**src/rtl/mem_arb_pkg.sv**
```systemverilog
// Shared types and limits for the memory arbiter slice.
package mem_arb_pkg;

  localparam int MAX_NREQ = 8;

  typedef enum logic [0:0] {
    IDLE   = 1'b0,
    ACCESS = 1'b1
  } state_e;

  typedef enum logic [0:0] {
    OP_RD = 1'b0,
    OP_WR = 1'b1
  } op_e;

  // Index width for a port count, never narrower than one bit.
  function automatic int idx_width(input int n);
    return (n > 1) ? $clog2(n) : 1;
  endfunction

endpackage

```
**src/rtl/mem_arbiter_if.sv**
```systemverilog
// Requestor and RAM bus bundle for mem_arbiter.
// slave  : arbiter view (takes requests, drives the RAM).
// master : environment view (issues requests, models the RAM).
interface mem_arbiter_if
  import mem_arb_pkg::*;
#(
  parameter int NREQ = 2,
  parameter int AW   = 32,
  parameter int DW   = 32
);

  localparam int GW = idx_width(NREQ);

  logic [NREQ-1:0]    req_ren;
  logic [NREQ-1:0]    req_wen;
  logic [NREQ*AW-1:0] req_addr;
  logic [NREQ*DW-1:0] req_wdata;
  logic [NREQ-1:0]    req_ready;
  logic [DW-1:0]      req_rdata;
  logic               ram_ren;
  logic               ram_wen;
  logic [AW-1:0]      ram_addr;
  logic [DW-1:0]      ram_wdata;
  logic [DW-1:0]      ram_rdata;
  logic               ram_busy;
  logic [GW-1:0]      grant_id;

  modport slave (
    input  req_ren, req_wen, req_addr, req_wdata, ram_rdata, ram_busy,
    output req_ready, req_rdata, ram_ren, ram_wen, ram_addr, ram_wdata, grant_id
  );

  modport master (
    output req_ren, req_wen, req_addr, req_wdata, ram_rdata, ram_busy,
    input  req_ready, req_rdata, ram_ren, ram_wen, ram_addr, ram_wdata, grant_id
  );

endinterface

```
**src/rtl/mem_arbiter_rr.sv**
```systemverilog
// rr_arbiter: combinational rotating-priority picker.
// The search begins at ptr and wraps; a ptr of 0 degenerates to fixed
// lowest-index-first priority.
module rr_arbiter
  import mem_arb_pkg::*;
#(
  parameter int NREQ = 2,
  parameter int IW   = idx_width(NREQ)
) (
  input  logic [NREQ-1:0] req,
  input  logic [IW-1:0]   ptr,
  output logic [NREQ-1:0] grant,
  output logic [IW-1:0]   idx
);

  // Walk ports starting at ptr, first requester wins.
  always_comb begin
    int   j;
    logic found;
    grant = '0;
    idx   = '0;
    found = 1'b0;
    j     = 0;
    for (int k = 0; k < MAX_NREQ; k++) begin
      if (k < NREQ) begin
        j = int'(ptr) + k;
        if (j >= NREQ) j = j - NREQ;
        if (!found && req[j]) begin
          found    = 1'b1;
          grant[j] = 1'b1;
          idx      = IW'(j);
        end
      end
    end
  end

endmodule

```
**src/rtl/mem_arbiter.sv**
```systemverilog
// mem_arbiter: shares one single-ported RAM between NREQ requestors.
// A winner is picked in IDLE, its address/data/op are latched, and the RAM
// access is held until ram_busy drops; the winner then gets a one-cycle
// ready pulse with the load data passed straight through.
// Build option: MEM_ARB_RR_EN selects round-robin arbitration; when it is
// undefined the lowest requesting index always wins.
module mem_arbiter
  import mem_arb_pkg::*;
#(
  parameter int NREQ = 2,
  parameter int AW   = 32,
  parameter int DW   = 32
) (
  input  logic         CLK,
  input  logic         RST,
  mem_arbiter_if.slave bus
);

  localparam int IW = idx_width(NREQ);

  localparam logic [0:0] ST_IDLE   = IDLE;
  localparam logic [0:0] ST_ACCESS = ACCESS;

  logic [0:0]      state;
  logic [AW-1:0]   addr_q;
  logic [DW-1:0]   wdata_q;
  op_e             op_q;
  logic [IW-1:0]   id_q;
  logic [IW-1:0]   ptr;

  logic [NREQ-1:0] req;
  logic [NREQ-1:0] grant;
  logic [IW-1:0]   win;
  logic            any_req;
  logic            win_rd;
  logic            done;

  assign req     = bus.req_ren | bus.req_wen;
  assign any_req = |req;
  // A port raising both enables is served as a read.
  assign win_rd  = |(bus.req_ren & grant);
  assign done    = (state == ST_ACCESS) && !bus.ram_busy;

  rr_arbiter #(
    .NREQ (NREQ),
    .IW   (IW)
  ) u_arb (
    .req   (req),
    .ptr   (ptr),
    .grant (grant),
    .idx   (win)
  );

`ifdef MEM_ARB_RR_EN
  function automatic logic [IW-1:0] next_ptr(input logic [IW-1:0] id);
    if (int'(id) >= NREQ - 1) return '0;
    return id + 1'b1;
  endfunction

  // Rotate priority past the port just served.
  always_ff @(posedge CLK or posedge RST) begin
    if (RST) begin
      ptr <= '0;
    end else if (done) begin
      ptr <= next_ptr(id_q);
    end
  end
`else
  assign ptr = '0;
`endif

  // Two-state access sequencer: latch the winner in IDLE, hold in ACCESS until not busy.
  always_ff @(posedge CLK or posedge RST) begin
    if (RST) begin
      state   <= ST_IDLE;
      addr_q  <= '0;
      wdata_q <= '0;
      op_q    <= OP_RD;
      id_q    <= '0;
    end else begin
      case (state)
        ST_IDLE: begin
          if (any_req) begin
            addr_q  <= bus.req_addr[win*AW +: AW];
            wdata_q <= bus.req_wdata[win*DW +: DW];
            op_q    <= win_rd ? OP_RD : OP_WR;
            id_q    <= win;
            state   <= ST_ACCESS;
          end
        end
        ST_ACCESS: begin
          if (!bus.ram_busy) state <= ST_IDLE;
        end
        default: state <= ST_IDLE;
      endcase
    end
  end

  // Completion pulse goes only to the port that owns the access.
  always_comb begin
    bus.req_ready = '0;
    if (done) bus.req_ready[id_q] = 1'b1;
  end

  assign bus.req_rdata = done ? bus.ram_rdata : '0;
  assign bus.ram_ren   = (state == ST_ACCESS) && (op_q == OP_RD);
  assign bus.ram_wen   = (state == ST_ACCESS) && (op_q == OP_WR);
  assign bus.ram_addr  = addr_q;
  assign bus.ram_wdata = wdata_q;
  assign bus.grant_id  = id_q;

endmodule

```
**src/flat_wrapper.sv**
```systemverilog
// flat-port wrapper written by rule: the top's interface ports become plain ports
module mem_arbiter_flat import mem_arb_pkg::*;
#(
  parameter int NREQ = 2,
  parameter int AW   = 32,
  parameter int DW   = 32
)
  (CLK, RST, bus_req_ren, bus_req_wen, bus_req_addr, bus_req_wdata, bus_ram_rdata, bus_ram_busy, bus_req_ready, bus_req_rdata, bus_ram_ren, bus_ram_wen, bus_ram_addr, bus_ram_wdata, bus_grant_id);
  mem_arbiter_if #(.NREQ(NREQ), .AW(AW), .DW(DW)) bus_i ();
  input  logic CLK;
  input  logic RST;
  input wire logic [$bits(bus_i.req_ren)-1:0] bus_req_ren;
  input wire logic [$bits(bus_i.req_wen)-1:0] bus_req_wen;
  input wire logic [$bits(bus_i.req_addr)-1:0] bus_req_addr;
  input wire logic [$bits(bus_i.req_wdata)-1:0] bus_req_wdata;
  input wire logic [$bits(bus_i.ram_rdata)-1:0] bus_ram_rdata;
  input wire logic [$bits(bus_i.ram_busy)-1:0] bus_ram_busy;
  output wire logic [$bits(bus_i.req_ready)-1:0] bus_req_ready;
  output wire logic [$bits(bus_i.req_rdata)-1:0] bus_req_rdata;
  output wire logic [$bits(bus_i.ram_ren)-1:0] bus_ram_ren;
  output wire logic [$bits(bus_i.ram_wen)-1:0] bus_ram_wen;
  output wire logic [$bits(bus_i.ram_addr)-1:0] bus_ram_addr;
  output wire logic [$bits(bus_i.ram_wdata)-1:0] bus_ram_wdata;
  output wire logic [$bits(bus_i.grant_id)-1:0] bus_grant_id;
  assign bus_i.req_ren = bus_req_ren;
  assign bus_i.req_wen = bus_req_wen;
  assign bus_i.req_addr = bus_req_addr;
  assign bus_i.req_wdata = bus_req_wdata;
  assign bus_i.ram_rdata = bus_ram_rdata;
  assign bus_i.ram_busy = bus_ram_busy;
  assign bus_req_ready = bus_i.req_ready;
  assign bus_req_rdata = bus_i.req_rdata;
  assign bus_ram_ren = bus_i.ram_ren;
  assign bus_ram_wen = bus_i.ram_wen;
  assign bus_ram_addr = bus_i.ram_addr;
  assign bus_ram_wdata = bus_i.ram_wdata;
  assign bus_grant_id = bus_i.grant_id;
  mem_arbiter #(.NREQ(NREQ), .AW(AW), .DW(DW)) u_core (.CLK(CLK), .RST(RST), .bus(bus_i));
endmodule
```
**config.mk**
```make
export PLATFORM = sky130hd
export DESIGN_NAME = mem_arbiter_flat
export DESIGN_NICKNAME = d
export VERILOG_FILES = /design/src/rtl/mem_arb_pkg.sv /design/src/rtl/mem_arbiter_if.sv /design/src/rtl/mem_arbiter_rr.sv /design/src/rtl/mem_arbiter.sv /design/src/flat_wrapper.sv
export SDC_FILE = /design/constraint.sdc
export NUM_CORES = 1
export LEC_CHECK = 0
export BUFFER_PORTS_ARGS = -buffer_cell sky130_fd_sc_hd__buf_4
export CORE_AREA = 2 2 104 106
export CTS_CLUSTER_SIZE = 8
export DETAILED_ROUTE_END_ITERATION = 8
export DIE_AREA = 0 0 106 108
export PLACE_DENSITY = 0.69
export SLEW_MARGIN = 25
export SYNTH_ARGS = -nofsm -noshare
export SYNTH_HDL_FRONTEND = slang
export SYNTH_SLANG_ARGS = --single-unit
```
**constraint.sdc**
```tcl
create_clock -name CLK -period 2.24 [get_ports CLK]
set_input_delay 0 -clock CLK [delete_from_list [all_inputs] [get_ports CLK]]
set_output_delay 0 -clock CLK [all_outputs]
set_load 0.05 [all_outputs]
```
==> metrics.yaml <==
grt_max_degree: 65
required_ps: 2460
cts_sinks: 67
synth_nets: 442
maxSlewHeadroom: 0.5861
synth-seq-cells: 67
min_from: "bus_req_wdata[19]"
ys_top_cells_by_count: "dfrtp_1, or3_1, o221a_2"
place_ws_ps: 579.6
die_h_um: 108
p_sw_mw: 1.935
status: "complete, no violations"
r2r_start: "u_core.state"
drive_gt1_frac: 0.5685
clock_power_share: 0.182
post-route-util: 0.6347
end_kind: "flop"
numPortBuffers: 267
crit_path_top_delay_cell: "dlygate4sd3_1"
yosys.area.top_type: "dfrtp_1"
cts_tree: "built"
post-synth-top-count-cell: "dfrtp_1"
coreArea_mm2: 0.01023
post_cts_buffers: 0
rsz0062_at_grt: "false"
syn2layout_area_growth_pct: 92.65
cp_max_fo: 64
worst_slack_ps: 192.9
antenna_found_initial: 0
die-area_mm2: 0.01145
start_kind: "flop"
worstMarginPinSlew_ps: 619.9
clk_pin_slew_ps: 80
htreeDepth: 3
synth_area_leaders: "dfrtp_1, o221a_2, or3_1"
cp.arrival_ps: 2260
viasPerCell: 4.924
drc: 0
vdd_drop_max_mv: 0.3432
avgSynthCellArea_um2: 12.26
drtIter0Drc: 190
drv_slew: 0
hold_violations: 0
max_stage_delay_ps: 570
seqPwrFrac: 0.334
nets: 792
grt_overflow: 0
dp.cells: 656
setup_viol: 0
first_pass_iters: 4
place_hpwl_um: 8802
numCtsBuffers: 9
setup_tns_ps: 0
ctsRootBufferMaster: "clkbuf_8"
synth_cells: 275
io_pins: 268
criticalPathCategory: "reg -> reg"
worstSkewPairLatency_ps: 330
row_count: 37
ys_seq_area_frac: 0.4974
final.min_clock_period_ps: 2047
yosysTopAreaCellShare: 0.4974
grt_pass1_vias: 3900
synth_edf_count: 0
swShare: 0.4127
period_share: 0.9139
yosysUniqueCellTypes: 22
hp-class: "in -> reg"
wl_um: 13330
start_util: 0.3295
track_usage: 0.2246
startpoint: "u_core.state"
ys.flop_type: "dfrtp_1"
max_cap_viol_count: 0
synth_warnings: 0
wl_per_cell_um: 17.42
fmax_mhz: 488.5
synthesis.area_mm2: 0.003371
die_w_um: 106
gp_congestion: 0.8020
stdcell_count: 765
grt_pass1_wl_um: 19800
internal-power_mw: 2.754
p_leak_nw: 2.934
ant_nets: 0
crit_chain: "o21ba_4 > nand2_8 > o221a_1 > dlygate4sd3_1"
vias: 3767
skew_ps: 10.60
pwr_density_cell_mw_per_mm2: 722.1
synthArstFlopShare: 1.000
combPwrFrac: 0.483
clockBufferDepth: 2
==> metal layers <==
layer / vias to the layer above / global-route usage / wire, um
met3: 20 / 0.05485 / 850
met5: - / 0 / 0
met4: 0 / 0.07331 / 228
li1: 1773 / - / -
met1: 1808 / 0.2463 / 4886
met2: 166 / 0.4253 / 7362
==> power by group through the flow <==
stage / Clock [mW] / Sequential, mW / Combinational, mW
after floorplan: 0 / 2.30 / 0.571
after detailed placement: 0 / 1.58 / 2.05
after CTS: 0.871 / 1.56 / 2.26
final: 0.855 / 1.57 / 2.27
after global placement: 0 / 1.58 / 2.03
after global routing: 0.932 / 1.59 / 2.36
==> worst max-delay path, delay by kind of cell, from the launching register on <==
| kind | cells | cell delay, ps |
|---|---|---|
| compound gates | 2 | 630 |
| buf+inv | 1 | 570 |
| flops | 1 | 440 |
| simple gates | 1 | 230 |
==> sequential cells by signal (all words and copies together) (netlist names) <==
name                  cells
u_core.bus.ram_addr      32
u_core.state              1
u_core.op_q               1
u_core.bus.ram_wdata     32
u_core.bus.grant_id       1
==> kinds of logic after synthesis <==
family | after synthesis | synth area share
AND/OR/NAND/NOR | 106 | 0.2001
buffers and inverters | 32 | 0.07053
AO/OA/AOI/OAI | 70 | 0.2320
flip-flops | 67 | 0.4974
==> stage by stage <==
stage	power [mW]	hold slack (ps)	area (um^2)
3_3_place_gp	3.607	114.0	5385
5_1_grt	4.888	3.343	6491
3_5_place_dp	3.624	125.6	5385
2_1_floorplan	2.875	188.6	3371
4_1_cts	4.696	0.08688	6482
6_report	4.689	14.32	6494
==> cells in the final DEF (no fill, tap or decap) <==
cell type,n
and2_1,34
clkinv_2,2
inv_2,2
diode_2,1
or3_1,58
nor2_4,2
dfrtp_1,66
inv_1,1
buf_4,273
dlygate4sd3_1,94
a21oi_4,1
o221a_1,9
dfrtp_2,1
o21ba_4,1
a21oi_1,1
nor2_1,4
clkbuf_8,9
nand2_8,1
nor3_1,1
or3_2,6
a31oi_1,1
o22a_1,2
clkinvlp_4,3
o221a_2,55
buf_12,1
==> layout make-up <==
class                   instances  area (um^2)
diodes                          1        2.502
clock buffers                   9        123.9
clock inverters                 5        32.53
fillers                       803         3737
inverters                       3        11.26
multi-input cells             176         1465
flip-flops and latches         67         1678
well taps                     136        170.2
repair buffers                368         3010
==> final timing paths <==
check | end | slack, ps | depth (start not counted)
setup / recovery | u_core.bus.ram_addr[17] | 190 | 4
hold / removal | u_core.bus.ram_wdata[19] | 10 | 3
setup reg to reg | u_core.bus.ram_addr[17] | 190 | 4
hold reg to reg | u_core.op_q | 550 | 1
max in group asynchronous | u_core.bus.ram_addr[16] | 1290 | 4
min in group asynchronous | u_core.bus.ram_wdata[9] | 300 | 3
==> what timing repair did <==
| item | CTS | global route |
|---|---|---|
| setup endpoints to repair | 0 | 28 |
| hold buffers | 94 | 0 |
| gates resized for setup | 0 | 1 |
| hold endpoints to repair | 92 | 0 |
Note: power is estimated with default switching activity, not from simulation.
